<file path="config.mk">
export PLATFORM = sky130hd
export DESIGN_NAME = timer_ctrl
export DESIGN_NICKNAME = d
export VERILOG_FILES = /design/src/rtl/timer_ctrl.sv
export SDC_FILE = /design/constraint.sdc
export NUM_CORES = 1
export LEC_CHECK = 0
export CORE_MARGIN = 3
export CORE_UTILIZATION = 56
export CTS_BUF_LIST = sky130_fd_sc_hd__clkbuf_16
export DETAILED_ROUTE_END_ITERATION = 12
export PLACE_DENSITY = 0.82
export SYNTH_ARGS = -nofsm -noshare
export SYNTH_HDL_FRONTEND = slang
export SYNTH_SLANG_ARGS = --single-unit
</file>
<file path="constraint.sdc">
create_clock -name clk -period 4.5 [get_ports clk]
set_input_delay 0.675 -clock clk [delete_from_list [all_inputs] [get_ports clk]]
set_output_delay 0.675 -clock clk [all_outputs]
set_load 0.005 [all_outputs]
</file>
<file path="src/rtl/timer_ctrl.sv">
// Seconds timer: a prescaler produces a once-per-second tick that advances a 32-bit
// seconds counter. A compare match raises an interrupt in one-shot or periodic mode.
module timer_ctrl #(
  parameter int CLK_HZ  = 80000000,
  parameter int PRESC_W = 27
) (
  input  logic        clk,
  input  logic        reset_n,
  input  logic        wr_en,
  input  logic [1:0]  addr,
  input  logic [31:0] wdata,
  output logic [31:0] rdata,
  output logic [31:0] seconds,
  output logic        tick,
  output logic        irq,
  output logic        running
);

  typedef enum logic [1:0] {S_IDLE, S_RUN, S_EXP} state_t;

  localparam logic [PRESC_W-1:0] TERM = PRESC_W'(CLK_HZ - 1);

  state_t              state_q, state_d;
  logic [PRESC_W-1:0]  presc_q, presc_d;
  logic [31:0]         sec_q, sec_d;
  logic [31:0]         cmp_q, cmp_d;
  logic                en_q, en_d;
  logic                per_q, per_d;
  logic                irqen_q, irqen_d;
  logic                match_q, match_d;

  logic        ctrl_wr, cmp_wr, sec_wr, st_wr;
  logic        dis_wr, tick_int, match_ev;
  logic [31:0] sec_inc;

  assign ctrl_wr = wr_en && (addr == 2'd0);
  assign cmp_wr  = wr_en && (addr == 2'd1);
  assign sec_wr  = wr_en && (addr == 2'd2);
  assign st_wr   = wr_en && (addr == 2'd3);
  assign dis_wr  = ctrl_wr && !wdata[0];

  // A disable landing on the terminal count suppresses that tick entirely.
  assign tick_int = (state_q == S_RUN) && (presc_q == TERM) && !dis_wr;
  assign sec_inc  = sec_q + 32'd1;
  // The compare value used is the registered one, so a same-cycle COMPARE write applies later.
  assign match_ev = tick_int && !sec_wr && (cmp_q != 32'd0) && (sec_inc == cmp_q);

  always_comb begin
    state_d = state_q;
    presc_d = presc_q;
    sec_d   = sec_q;
    cmp_d   = cmp_wr ? wdata : cmp_q;
    en_d    = ctrl_wr ? wdata[0] : en_q;
    per_d   = ctrl_wr ? wdata[1] : per_q;
    irqen_d = ctrl_wr ? wdata[2] : irqen_q;
    // Set wins over a coincident write-one-to-clear.
    match_d = match_ev || (match_q && !(st_wr && wdata[0]));

    if (sec_wr)         sec_d = wdata;
    else if (match_ev)  sec_d = per_q ? 32'd0 : cmp_q;
    else if (tick_int)  sec_d = sec_inc;

    case (state_q)
      S_IDLE: if (en_d) state_d = S_RUN;
      S_RUN: begin
        if (dis_wr) state_d = S_IDLE;
        else if (match_ev && !per_q) begin
          state_d = S_EXP;
          en_d    = 1'b0;
        end
      end
      S_EXP: begin
        if (dis_wr) state_d = S_IDLE;
        else if (sec_wr && en_q) state_d = S_RUN;
      end
      default: state_d = S_IDLE;
    endcase

    // Prescaler only advances while staying in RUN; any entry or exit restarts it.
    if (state_q == S_RUN && state_d == S_RUN)
      presc_d = (presc_q == TERM) ? '0 : presc_q + PRESC_W'(1);
    else
      presc_d = '0;
  end

  always_ff @(posedge clk or negedge reset_n) begin
    if (!reset_n) begin
      state_q <= S_IDLE;
      presc_q <= '0;
      sec_q   <= '0;
      cmp_q   <= '0;
      en_q    <= 1'b0;
      per_q   <= 1'b0;
      irqen_q <= 1'b0;
      match_q <= 1'b0;
    end else begin
      state_q <= state_d;
      presc_q <= presc_d;
      sec_q   <= sec_d;
      cmp_q   <= cmp_d;
      en_q    <= en_d;
      per_q   <= per_d;
      irqen_q <= irqen_d;
      match_q <= match_d;
    end
  end

  always_comb begin
    rdata = '0;
    case (addr)
      2'd0: rdata = {29'd0, irqen_q, per_q, en_q};
      2'd1: rdata = cmp_q;
      2'd2: rdata = sec_q;
      2'd3: rdata = {30'd0, (state_q == S_EXP), match_q};
      default: rdata = '0;
    endcase
  end

  assign seconds = sec_q;
  assign tick    = tick_int;
  assign irq     = match_q && irqen_q;
  assign running = (state_q == S_RUN);

endmodule

</file>
==> implementation parameters <==
Parameter                              Value

Synth
  Sequential-to-total area share from yosys stat ... 0.339
  Post-synthesis cell type count ... 76
  Yosys top cell area share ... 0.339
  Biggest area contributors in the synthesized netlist ... dfrtp_1 34%, mux2_2 5.2%, nand2_1 4.8%
  EDFF count, synth ... 0
  Synth Net Count ... 846
  Post-Syn Instances ... 807
  Avg Synthesized Cell Area ... 8.87 sq um
  Top FF cell, synth ... dfrtp_1
  Number of warning messages in the yosys log ... 0
  Post-synthesis instance area ... 0.00716 sq mm
  Number of synthesized register bits ... 97
  Share of synthesized registers carrying an async set or reset ... 1.00
  Cell taking the most area after synthesis ... dfrtp_1

Floorplan
  Standard-cell rows ... 40
  Height of the chip ... 119 um
  Core Footprint ... 0.0123 sq mm
  Die area ... 0.0142 sq mm
  Horizontal die dimension ... 119 um
  Initial standard-cell utilization of the core ... 0.584
  Number of top-level design ports ... 104

STA
  Number of hold violations in the final report ... 0
  Clk_skew ... 0.00909 ns
  Maximum achievable frequency ... 236 MHz
  Post-route clock period utilization ... 0.940
  Unrepaired setup endpoints after global routing ... false
  Number of setup violations in the final report ... 0
  Slew at the pin closest to its max-slew limit ... 0.964 ns
  Setup slack after layout ... 0.269 ns
  Aggregate negative setup slack ... 0 ns
  Max-slew violation total from the final report ... 0
  Remaining max-slew budget at the tightest pin ... 0.355
  Clock period minus final worst setup slack ... 4.23 ns

CTS
  Number of setup buffers added after CTS ... 0
  # resized after CTS ... 0
  H-tree levels ... 3
  Clock slew seen by the registers of the worst setup and hold paths ... 0.07 ns
  Clock tree from TritonCTS ... built
  CTS Buf Count ... 9
  Hold_buf cts ... 0
  Max Root-Sink Buffers ... 2
  Root Buffer Master ... clkbuf_16
  Clk_lat worst skew ... 0.36 ns
  Sink Count ... 97

Power and ir drop
  Total leakage power ... 3.40 nW
  Areal power density over the cells ... 345 mW/mm^2
  Total power after layout ... 0.00296 W
  IR drop worst, VDD ... 244 uV

Finish
  Most used cells in the layout excluding fill and tap cells ... 102 x clkdlybuf4s50_1, 97 x dfrtp_1, 92 x nand2_1
  Most common cell after layout, fill and taps aside ... clkdlybuf4s50_1
  Number of nets in the finished design ... 925
  Layout overhead on the synthesized area ... 19.6%
  Share of layout cells above drive strength 1 ... 0.121
  Utilization of the core after routing ... 0.698
  Diodes inserted ... 0
  Post-route insts no fill ... 1,059

Routing
  Routed length on met1 ... 9.82 mm
  DRC marker count from the first detailed-route iteration ... 979
  Uppermost layer routed ... met4
  DR WL met2 ... 11.1 mm
  DRT Wirelength ... 23.7 mm
  DRC violation count after routing ... 0
  Routed len/inst ... 22.3 um
  Overall via count from detail_route ... 6,990
  Detailed-routing iteration count for the pre-antenna-repair pass ... 6
  Total met3 wirelength after detailed routing ... 2.07 mm
  Via/cell ratio ... 6.60
  DRT antenna net count ... 0

Setup path
  Crit path DAT ... 4.52 ns
  Required time worst endpoint ... 4.79 ns
  Slowest CP cell ... or4_4
  CP max FO ... 13
  Element type at the critical path end ... register
  Crit-path cells ... ha_1 > nand4_4 > or4_4 > or4_4 > and3b_1 > nor4b_1 > o2111a_1 > and4_1 > buf_4 > and3_1 > buf_4 > a221o_1
  Startpoint Class ... register
  Type of the worst setup path ... register to register
  Maximum single-stage delay on the critical path ... 0.64 ns

Place
  Cell count after placement ... 1,043
  I/O Buffers ... 103
  Total half-perimeter wirelength after legalization and detailed placement ... 16.9 mm
  Post-Place Worst Slack ... 0.285 ns
  Routability-driven placement congestion ratio ... 1.02

Min path
  Type of the worst min-delay path ... input pin to asynchronous set/reset pin

GRT
  Vias in the first global route ... 6,774
  Wire length of the first global-routing pass ... 37.4 mm
  Largest net degree at the start of global routing ... 64
  Number of antenna violations at the first check in global routing ... 0
  Remaining global-route overflow ... 0
  Global routing usage summed across all routing layers ... 0.332

Job
  Reported max-cap violation count ... 0

Run status
  Outcome ... finished, final reports clean
[cell families after synthesis]
group	count (synthesis)	share of synthesized area
flip-flops	97	0.339
buffers and inverters	80	0.0589
AO/OA/AOI/OAI	172	0.176
multiplexers	42	0.0680
AND/OR/NAND/NOR	344	0.267
adder cells (fa/ha/maj)	2	0.00349
XOR/XNOR	70	0.0875
[routing by layer]
metal / up-vias / track usage
met3: 47 / 0.0484
met5: - / 0
met1: 3417 / 0.466
met4: 0 / 0.138
li1: 3127 / -
met2: 399 / 0.514
[area by class of cell]
| type | count | area (sq um) |
|---|---|---|
| multi-input cells | 630 | 4330 |
| fillers | 1012 | 3700 |
| flip-flops and latches | 97 | 2430 |
| repair buffers | 135 | 1270 |
| clock buffers | 9 | 225 |
| well taps | 168 | 210 |
| inverters | 13 | 48.8 |
| clock inverters | 7 | 47.5 |
[worst paths after layout]
path / from / end / slack, ns / cells past startpoint
worst min-delay path: reset_n / cmp_q[30] / 0.39 / 1
worst max-delay path: seconds[0] / seconds[13] / 0.27 / 12
max in group asynchronous: reset_n / seconds[12] / 3.11 / 2
min in group clk: presc_q[0] / presc_q[0] / 0.49 / 1
worst min register to register: presc_q[0] / presc_q[0] / 0.49 / 1
worst max register to register: seconds[0] / seconds[13] / 0.27 / 12
[synthesized netlist by cell type, types with 3 or more instances]
library cell   n
nand3b_1       5
a31oi_1        3
nor2_1        47
nor4b_1        6
xor2_1        30
a21oi_1       24
a222oi_1       3
a2111oi_0      5
buf_1          3
o21ai_0       39
buf_6          8
nor3_1        23
nor2b_1       20
and4_1         9
o31ai_1        6
buf_4         12
o2111ai_1      4
a221o_1       15
a21o_1         5
buf_2          5
dfrtp_1       97
nor3b_1        6
or4_1          6
clkbuf_2       3
a22o_1        29
nor4_1        15
a211oi_1       8
inv_1         13
nand3_1       25
nand2_1       92
or2_2          6
xnor2_1       39
a211o_1       12
and3_1        11
nand2b_1      11
or3_1         11
and2_1         8
mux2_2        33
nor4_2         3
mux2i_1        7
nand4_1       22
clkbuf_1      35
[sequential cells by signal, indices dropped and copies added (netlist names)]
signal   count
seconds     32
presc_q     27
match_q      1
irqen_q      1
per_q        1
cmp_q       32
en_q         1
state_q      2
[worst max-delay path: cells and delay by family (launching register included)]
family                   cells  cell delay, ns
buffers and inverters        2            0.41
flip-flops                   1            0.51
AND/OR/NAND/NOR              7            2.44
AO/OA/AOI/OAI                2            0.43
adder cells (fa/ha/maj)      1            0.37
[power breakdown]
group | internal, W | switching [W] | total, W | leakage [nW]
logic | 0.000508 | 0.000453 | 0.000961 | 2.04
clock network | 0.000375 | 0.000357 | 0.000732 | 0.142
registers | 0.000992 | 0.000271 | 0.00126 | 1.22
total | 0.00188 | 0.00108 | 0.00296 | 3.40
[through the flow]
stage | area, sq um | hold WS, ns
after global routing | 8560 | 0.442
after global placement | 8280 | 0.467
after floorplan | 7160 | 0.379
after detailed placement | 8280 | 0.486
final | 8560 | 0.393
after CTS | 8550 | 0.430
(Power assumes the default switching activity.)
